**config.mk**
```make
export PLATFORM = sky130hd
export DESIGN_NAME = uart_tx
export DESIGN_NICKNAME = d
export VERILOG_FILES = /design/src/rtl/uart_pkg.sv /design/src/rtl/uart_tx_parity_calc.sv /design/src/rtl/uart_tx.sv
export SDC_FILE = /design/constraint.sdc
export NUM_CORES = 1
export LEC_CHECK = 0
export BUFFER_PORTS_ARGS = -buffer_cell sky130_fd_sc_hd__buf_2
export CORE_AREA = 5 5 71 86
export CTS_CLUSTER_DIAMETER = 30
export DETAILED_ROUTE_END_ITERATION = 10
export DIE_AREA = 0 0 76 91
export GPL_TIMING_DRIVEN = 0
export PLACE_DENSITY = 0.37
export SETUP_SLACK_MARGIN = 0.15
export SLEW_MARGIN = 20
export SYNTH_ARGS = -nofsm -noshare
export SYNTH_HDL_FRONTEND = slang
export SYNTH_SLANG_ARGS = --single-unit
```
**constraint.sdc**
```tcl
create_clock -name CLK -period 1.8 [get_ports CLK]
set_clock_uncertainty 0.1 [all_clocks]
set_input_delay 0.36 -clock CLK [delete_from_list [all_inputs] [get_ports CLK]]
set_output_delay 0.36 -clock CLK [all_outputs]
set_load 0.05 [all_outputs]
```
**src/rtl/uart_pkg.sv**
```systemverilog
// Shared definitions for the UART transmitter: FSM states, line levels,
// parity selection constants and the parity helper.
package uart_pkg;

  typedef enum logic [2:0] {
    IDLE,
    START,
    DATA,
    PARITY,
    STOP
  } state_t;

  localparam logic START_BIT = 1'b0;
  localparam logic STOP_BIT  = 1'b1;

  localparam logic PAR_EVEN  = 1'b0;
  localparam logic PAR_ODD   = 1'b1;

  // Even parity makes the total count of ones even; odd parity makes it odd.
  function automatic logic parity_of(input logic [7:0] data, input logic par_typ);
    return (par_typ == PAR_ODD) ? ~^data : ^data;
  endfunction

endpackage

```
**src/rtl/uart_tx_parity_calc.sv**
```systemverilog
// Combinational parity generator working on the byte latched at frame
// acceptance, so later changes on the parallel input cannot disturb it.
module uart_tx_parity_calc
  import uart_pkg::*;
(
  input  logic [7:0] data,
  input  logic       par_typ,
  output logic       par_bit
);

  assign par_bit = parity_of(data, par_typ);

endmodule

```
**src/rtl/uart_tx.sv**
```systemverilog
// UART transmitter: one 8-bit word per request, start bit, data LSB first,
// optional parity, stop bit, one bit per clock. TX_OUT and busy are registered.
module uart_tx
  import uart_pkg::*;
#(
  parameter int DATA_WIDTH = 8
) (
  input  logic       CLK,
  input  logic       RST,
  input  logic       PAR_EN,
  input  logic       PAR_TYP,
  input  logic       Data_Valid,
  input  logic [7:0] P_data,
  output logic       TX_OUT,
  output logic       busy
);

  localparam logic [2:0] LAST_BIT = 3'(DATA_WIDTH - 1);

  state_t     state;
  logic [2:0] bit_cnt;
  logic [7:0] data_reg;
  logic [7:0] shift_reg;
  logic       par_en_reg;
  logic       par_typ_reg;
  logic       par_reg;
  logic       par_calc;
  logic       tx_next;
  logic       accept;

  // A request is only honoured while idle; anything else is dropped.
  assign accept = (state == IDLE) && Data_Valid;

  uart_tx_parity_calc u_parity (
    .data    (data_reg),
    .par_typ (par_typ_reg),
    .par_bit (par_calc)
  );

  // Output mux: the level the line takes at the next edge for the current state.
  always_comb begin
    tx_next = STOP_BIT;
    case (state)
      START:   tx_next = START_BIT;
      DATA:    tx_next = shift_reg[0];
      PARITY:  tx_next = par_reg;
      STOP:    tx_next = STOP_BIT;
      default: tx_next = STOP_BIT;
    endcase
  end

  // Frame sequencing, bit counter and registered line/busy outputs.
  always_ff @(posedge CLK or posedge RST) begin
    if (RST) begin
      state   <= IDLE;
      bit_cnt <= 3'd0;
      TX_OUT  <= STOP_BIT;
      busy    <= 1'b0;
    end else begin
      TX_OUT <= tx_next;
      case (state)
        IDLE: begin
          busy    <= 1'b0;
          bit_cnt <= 3'd0;
          if (accept) begin
            state <= START;
          end
        end
        START: begin
          busy  <= 1'b1;
          state <= DATA;
        end
        DATA: begin
          busy    <= 1'b1;
          bit_cnt <= bit_cnt + 3'd1;
          if (bit_cnt == LAST_BIT) begin
            state <= par_en_reg ? PARITY : STOP;
          end
        end
        PARITY: begin
          busy  <= 1'b1;
          state <= STOP;
        end
        STOP: begin
          // The stop bit goes out now; busy falls when the line returns to idle.
          busy  <= 1'b1;
          state <= IDLE;
        end
        default: begin
          state <= IDLE;
          busy  <= 1'b0;
        end
      endcase
    end
  end

  // Serializer and frame-setting latches, captured once at acceptance.
  always_ff @(posedge CLK or posedge RST) begin
    if (RST) begin
      data_reg    <= 8'd0;
      shift_reg   <= 8'd0;
      par_en_reg  <= 1'b0;
      par_typ_reg <= PAR_EVEN;
      par_reg     <= 1'b0;
    end else begin
      if (accept) begin
        data_reg    <= P_data;
        shift_reg   <= P_data;
        par_en_reg  <= PAR_EN;
        par_typ_reg <= PAR_TYP;
      end else if (state == START) begin
        // Parity is settled from the latched byte before the data bits start.
        par_reg <= par_calc;
      end else if (state == DATA) begin
        shift_reg <= {1'b0, shift_reg[7:1]};
      end
    end
  end

endmodule

```
Yosys cells after proc, flatten, opt, wreduce, memory -nomap -nowiden:

Cells that the tools add are included.
Widths: inputs -> output; s select.

* $add $sub $neg: 1
* equal/unequal tests: 8
* muxes and demuxes: 11
* bitwise logic cells: 1
* reductions and logical operators: 10

Operator list (number)
* $mux 8: 3
* $pmux 3 s4: 1
* $mux 3: 3
* $reduce_xnor 8->1: 1
* $reduce_xor 8->1: 1
* $eq 3x2->1 const B: 2
* $eq 3x3->1 const B: 2
* $ne 2x2->1 const B: 3
* $pmux 3 s2: 1
* $reduce_and 2->1: 3
* $reduce_bool 2->1: 2
* $reduce_or 4->1: 1
* $add 3x1->3 const B: 1
* $eq 3x1->1 const B: 1
* $logic_not 3->1: 1
* $pmux 1 s3: 1
* $mux 1: 2
* $logic_and 1x1->1: 1
* $not 1->1: 1

* bits in registers: 27
* bits of input ports: 13
* output and inout port bits: 2
* word-level logic and storage cells: 40

Logic depth before layout (Yosys ltp):

* word-level depth: 4
* depth in mapped cells: 6
* mapped depth without buffers: 5

By module:

A second synthesis with hierarchy kept.

* cell total of the unflattened synthesis: 115
* area, all modules: 1335.0 µm²

Modules (own cells, without submodules)
* uart_tx: instances 1, cells each 108, area each 1252.5 µm², sequential area each 676.9 µm²
* uart_tx_parity_calc: instances 1, cells each 7, area each 82.6 µm², sequential area each 0.0 µm²

Worst setup path before layout:

OpenSTA, ideal clock, no wires.

* path type: reg2reg
* from: register state[0]
* to: register data_reg[0]
* setup time: 0.125 ns
* arrival time: 1.255 ns
* data required time: 1.575 ns
* setup slack: 0.320 ns
* stages on the path, launching flop included: 4
* path buffers: 1
* clock period less this slack: 1.480 ns
* path through: dfrtp_1 nor4b_4 buf_6 mux2_2

* cells in the longest elaborated chain, start to end: 2

Ends and longest elaborated chain
* from (decl): RTL line uart_tx.sv:20 `state_t state;`
* from (signal assigned): RTL line uart_tx.sv:77 `state <= par_en_reg ? PARITY : STOP;`
* $logic_not 3->1: RTL line uart_tx.sv:32 `assign accept = (state == IDLE) && Data_Valid;`
* $logic_and 1x1->1: RTL line uart_tx.sv:32
* to (signal assigned): RTL line uart_tx.sv:107 `data_reg <= P_data;`
* to (decl): RTL line uart_tx.sv:22 `logic [7:0] data_reg;`

No other way between the ends.
A chain may end at the register's enable or synchronous reset.

Worst setup path after layout:

* from: register state[0]
* to: register par_typ_reg

* cells in the longest elaborated chain, start to end: 2

Ends and longest elaborated chain
* $logic_not 3->1: RTL line uart_tx.sv:32
* $logic_and 1x1->1: RTL line uart_tx.sv:32
* to (signal assigned): RTL line uart_tx.sv:103 `par_typ_reg <= PAR_EVEN;`
* to (signal assigned): RTL line uart_tx.sv:110 `par_typ_reg <= PAR_TYP;`
* to (decl): RTL line uart_tx.sv:25 `logic par_typ_reg;`

No other way between the ends.

==> flow_summary.ini <==
[clock_network]
cts-root-buf = clkbuf_8
htree_levels = 1
insertion_delay_ps = 280
cts_tree = yes
cts_buffers = 3
clk_pin_slew_worst_paths_ps = 100
post-cts-setup-buffer-count = 0
clk_path_buf_depth = 2
cts-resized-gates = 0
cts_hold_buf = 0
clock_sinks = 27

[setup_path]
crit_fanout = 10
crit_path_start = state[0]
crit_path_end_kind = register
crit_required_ps = 1870
r2r_start = state[0]
reg2reg_slack_ps = 220
crit_arrival_ps = 1650
max_stage_delay_ps = 460
endpoint = par_typ_reg
reg2regPathDepth = 3
start_kind = register
rr_endpoint = par_typ_reg
slowest_stage = dfrtp_1
crit_type = reg -> reg
path_cells = nor4b_4 -> buf_6 -> mux2_2

[layout]
final_layout_size_suffix_gt1_share_pct = 29.4
utilization_pct = 28.1
fin_nets = 142
area_growth_pct = 15.7
diodes = 0

[floorplanning]
pin_count = 15
die_area_mm2 = 0.00692
start_util_pct = 24.3
die_h_um = 91
fp.dieW_um = 76
core-area_mm2 = 0.00519
num_rows = 29

[sta]
layout_min_cycle_time_ps = 1580
holdWs_ps = 31.1
tightest_slew_ps = 588
final_hold_viol_count = 0
finalCritPeriodShare_pct = 87.7
setup_tns_ps = 0
slew_headroom_pct = 60.7
rsz0062_at_grt = false
finalMaxSlewViolations = 0
setup_viol = 0
fmax_mhz = 634
finalWorstSetupSlack_ps = 222

[synth]
synth_edf_count = 0
async_reset_ff_share_pct = 100
synth_area_mm2 = 0.00126
synth-simple-area-share_pct = 10.5
synth_compound_area_share_pct = 9.03
synthAdderAreaFrac_pct = 1.98
synth_fp_nets = 123
avgSynthCellArea_um2 = 11.7
ys.flop_type = dfrtp_1
synth_top_family_by_area = multiplexers
synthDistinctLibCells = 27
synth.mux.area_fraction_pct = 12.7
synth_warnings = 0
syn_inst = 108
synthXorXnorAreaFrac_pct = 6.65
synth.yosys.seq_area_share_pct = 53.7
ys_ff_latch = 27

[flow_run]
maxCapViolations = 0

[drt]
drt-total-wl_um = 2440
first_iter_violations = 28
drc_errors = 0
wire_per_inst_um = 13.0
vias = 782
ant_nets = 0
viasPerCell = 4.16
firstDrtPassIters = 4

[grt]
antenna_found_initial = 0
grt_start_max_net_pins = 28
grt_usage_pct = 7.64
grt-ovfl-total = 0
grt_pass1_wl_um = 4200
grt_pass1_vias = 854

[power_and_ir_drop]
p_leak_nw = 0.651
p_total_mw = 2.72
peakVddDrop_uv = 622
p_per_area_mw_per_mm2 = 1870

[hold_path]
hp-class = in -> async

[placement]
port-buffer-count = 14
place_congestion = 0.708
dpl_worst_slack_ps = 224

[run_status]
status = completed
-- critical path: cells and delay by family (launching register included) --
family	cells	cell delay, ps
buf+inv	1	210
flops	1	460
mux	1	350
simple gates	1	360
-- how the worst min path moves through the flow --
stage | slack, ps | from | end
detailed placement | 380 | RST | busy
CTS | 70 | RST | busy
finish | 30 | RST | data_reg[6]
global route | 90 | RST | data_reg[6]
floorplan | 310 | RST | bit_cnt[0]
global placement | 380 | par_reg | par_reg
-- power breakdown --
group | internal [mW] | switching [mW]
Sequential | 0.895 | 0.170
Clock | 0.157 | 0.211
Combinational | 0.659 | 0.629
-- Yosys cell counts, drive strengths merged, types with 2 or more instances --
cell	count	area share [%]
dfrtp	26	52
nor2	11	3.9
a21oi	10	4.0
mux2	8	7.1
o21ai	8	3.2
mux2i	7	5.6
buf	6	4.0
nand2	6	1.8
inv	5	1.5
xnor2	5	3.5
ha	2	2.0
nand3	2	0.79
xor2	2	1.4
-- layout make-up --
cell class / instances / area (µm²)
Clock buffer: 3 / 41.3
Inverter: 5 / 18.8
Fill cell: 564 / 3730
Multi-Input combinational cell: 70 / 517
Clock inverter: 1 / 7.51
Buffer: 6 / 50.0
Sequential cell: 27 / 677
Timing Repair Buffer: 14 / 70.1
Tap cell: 62 / 77.6
-- cell usage in the layout, fill, tap and decap left out, drive strengths merged, types with 2 or more instances in the layout --
cell type,instances
nand3,2
o21ai,8
dfrtp,26
a21oi,10
ha,2
xnor2,5
mux2i,7
clkbuf,3
mux2,8
inv,5
xor2,2
buf,20
nand2,6
nor2,11
-- logic make-up (layout without fill, tap and decap cells) --
| kind of cell | Yosys count | in the layout |
|---|---|---|
| AO/OA/AOI/OAI | 21 | 21 |
| XOR/XNOR | 8 | 8 |
| adder cells (fa/ha/maj) | 2 | 2 |
| buffers and inverters | 11 | 29 |
| flip-flops | 27 | 27 |
| multiplexers | 15 | 15 |
| AND/OR/NAND/NOR | 24 | 24 |
-- metal layers --
layer  vias up  routed length (µm)  GRT usage [%]
met5         -                   0              0
met4         0                  27           3.56
met3         2                  67           1.78
met2         8                1160           12.1
met1       374                1190           9.78
li1        398                   -              -
-- through the flow --
step / std cells / area, µm²
2_1_floorplan: 108 / 1260
3_3_place_gp: 184 / 1410
3_5_place_dp: 184 / 1410
4_1_cts: 188 / 1460
5_1_grt: 188 / 1460
6_report: 188 / 1460
Power figures use the tool's default switching activity.
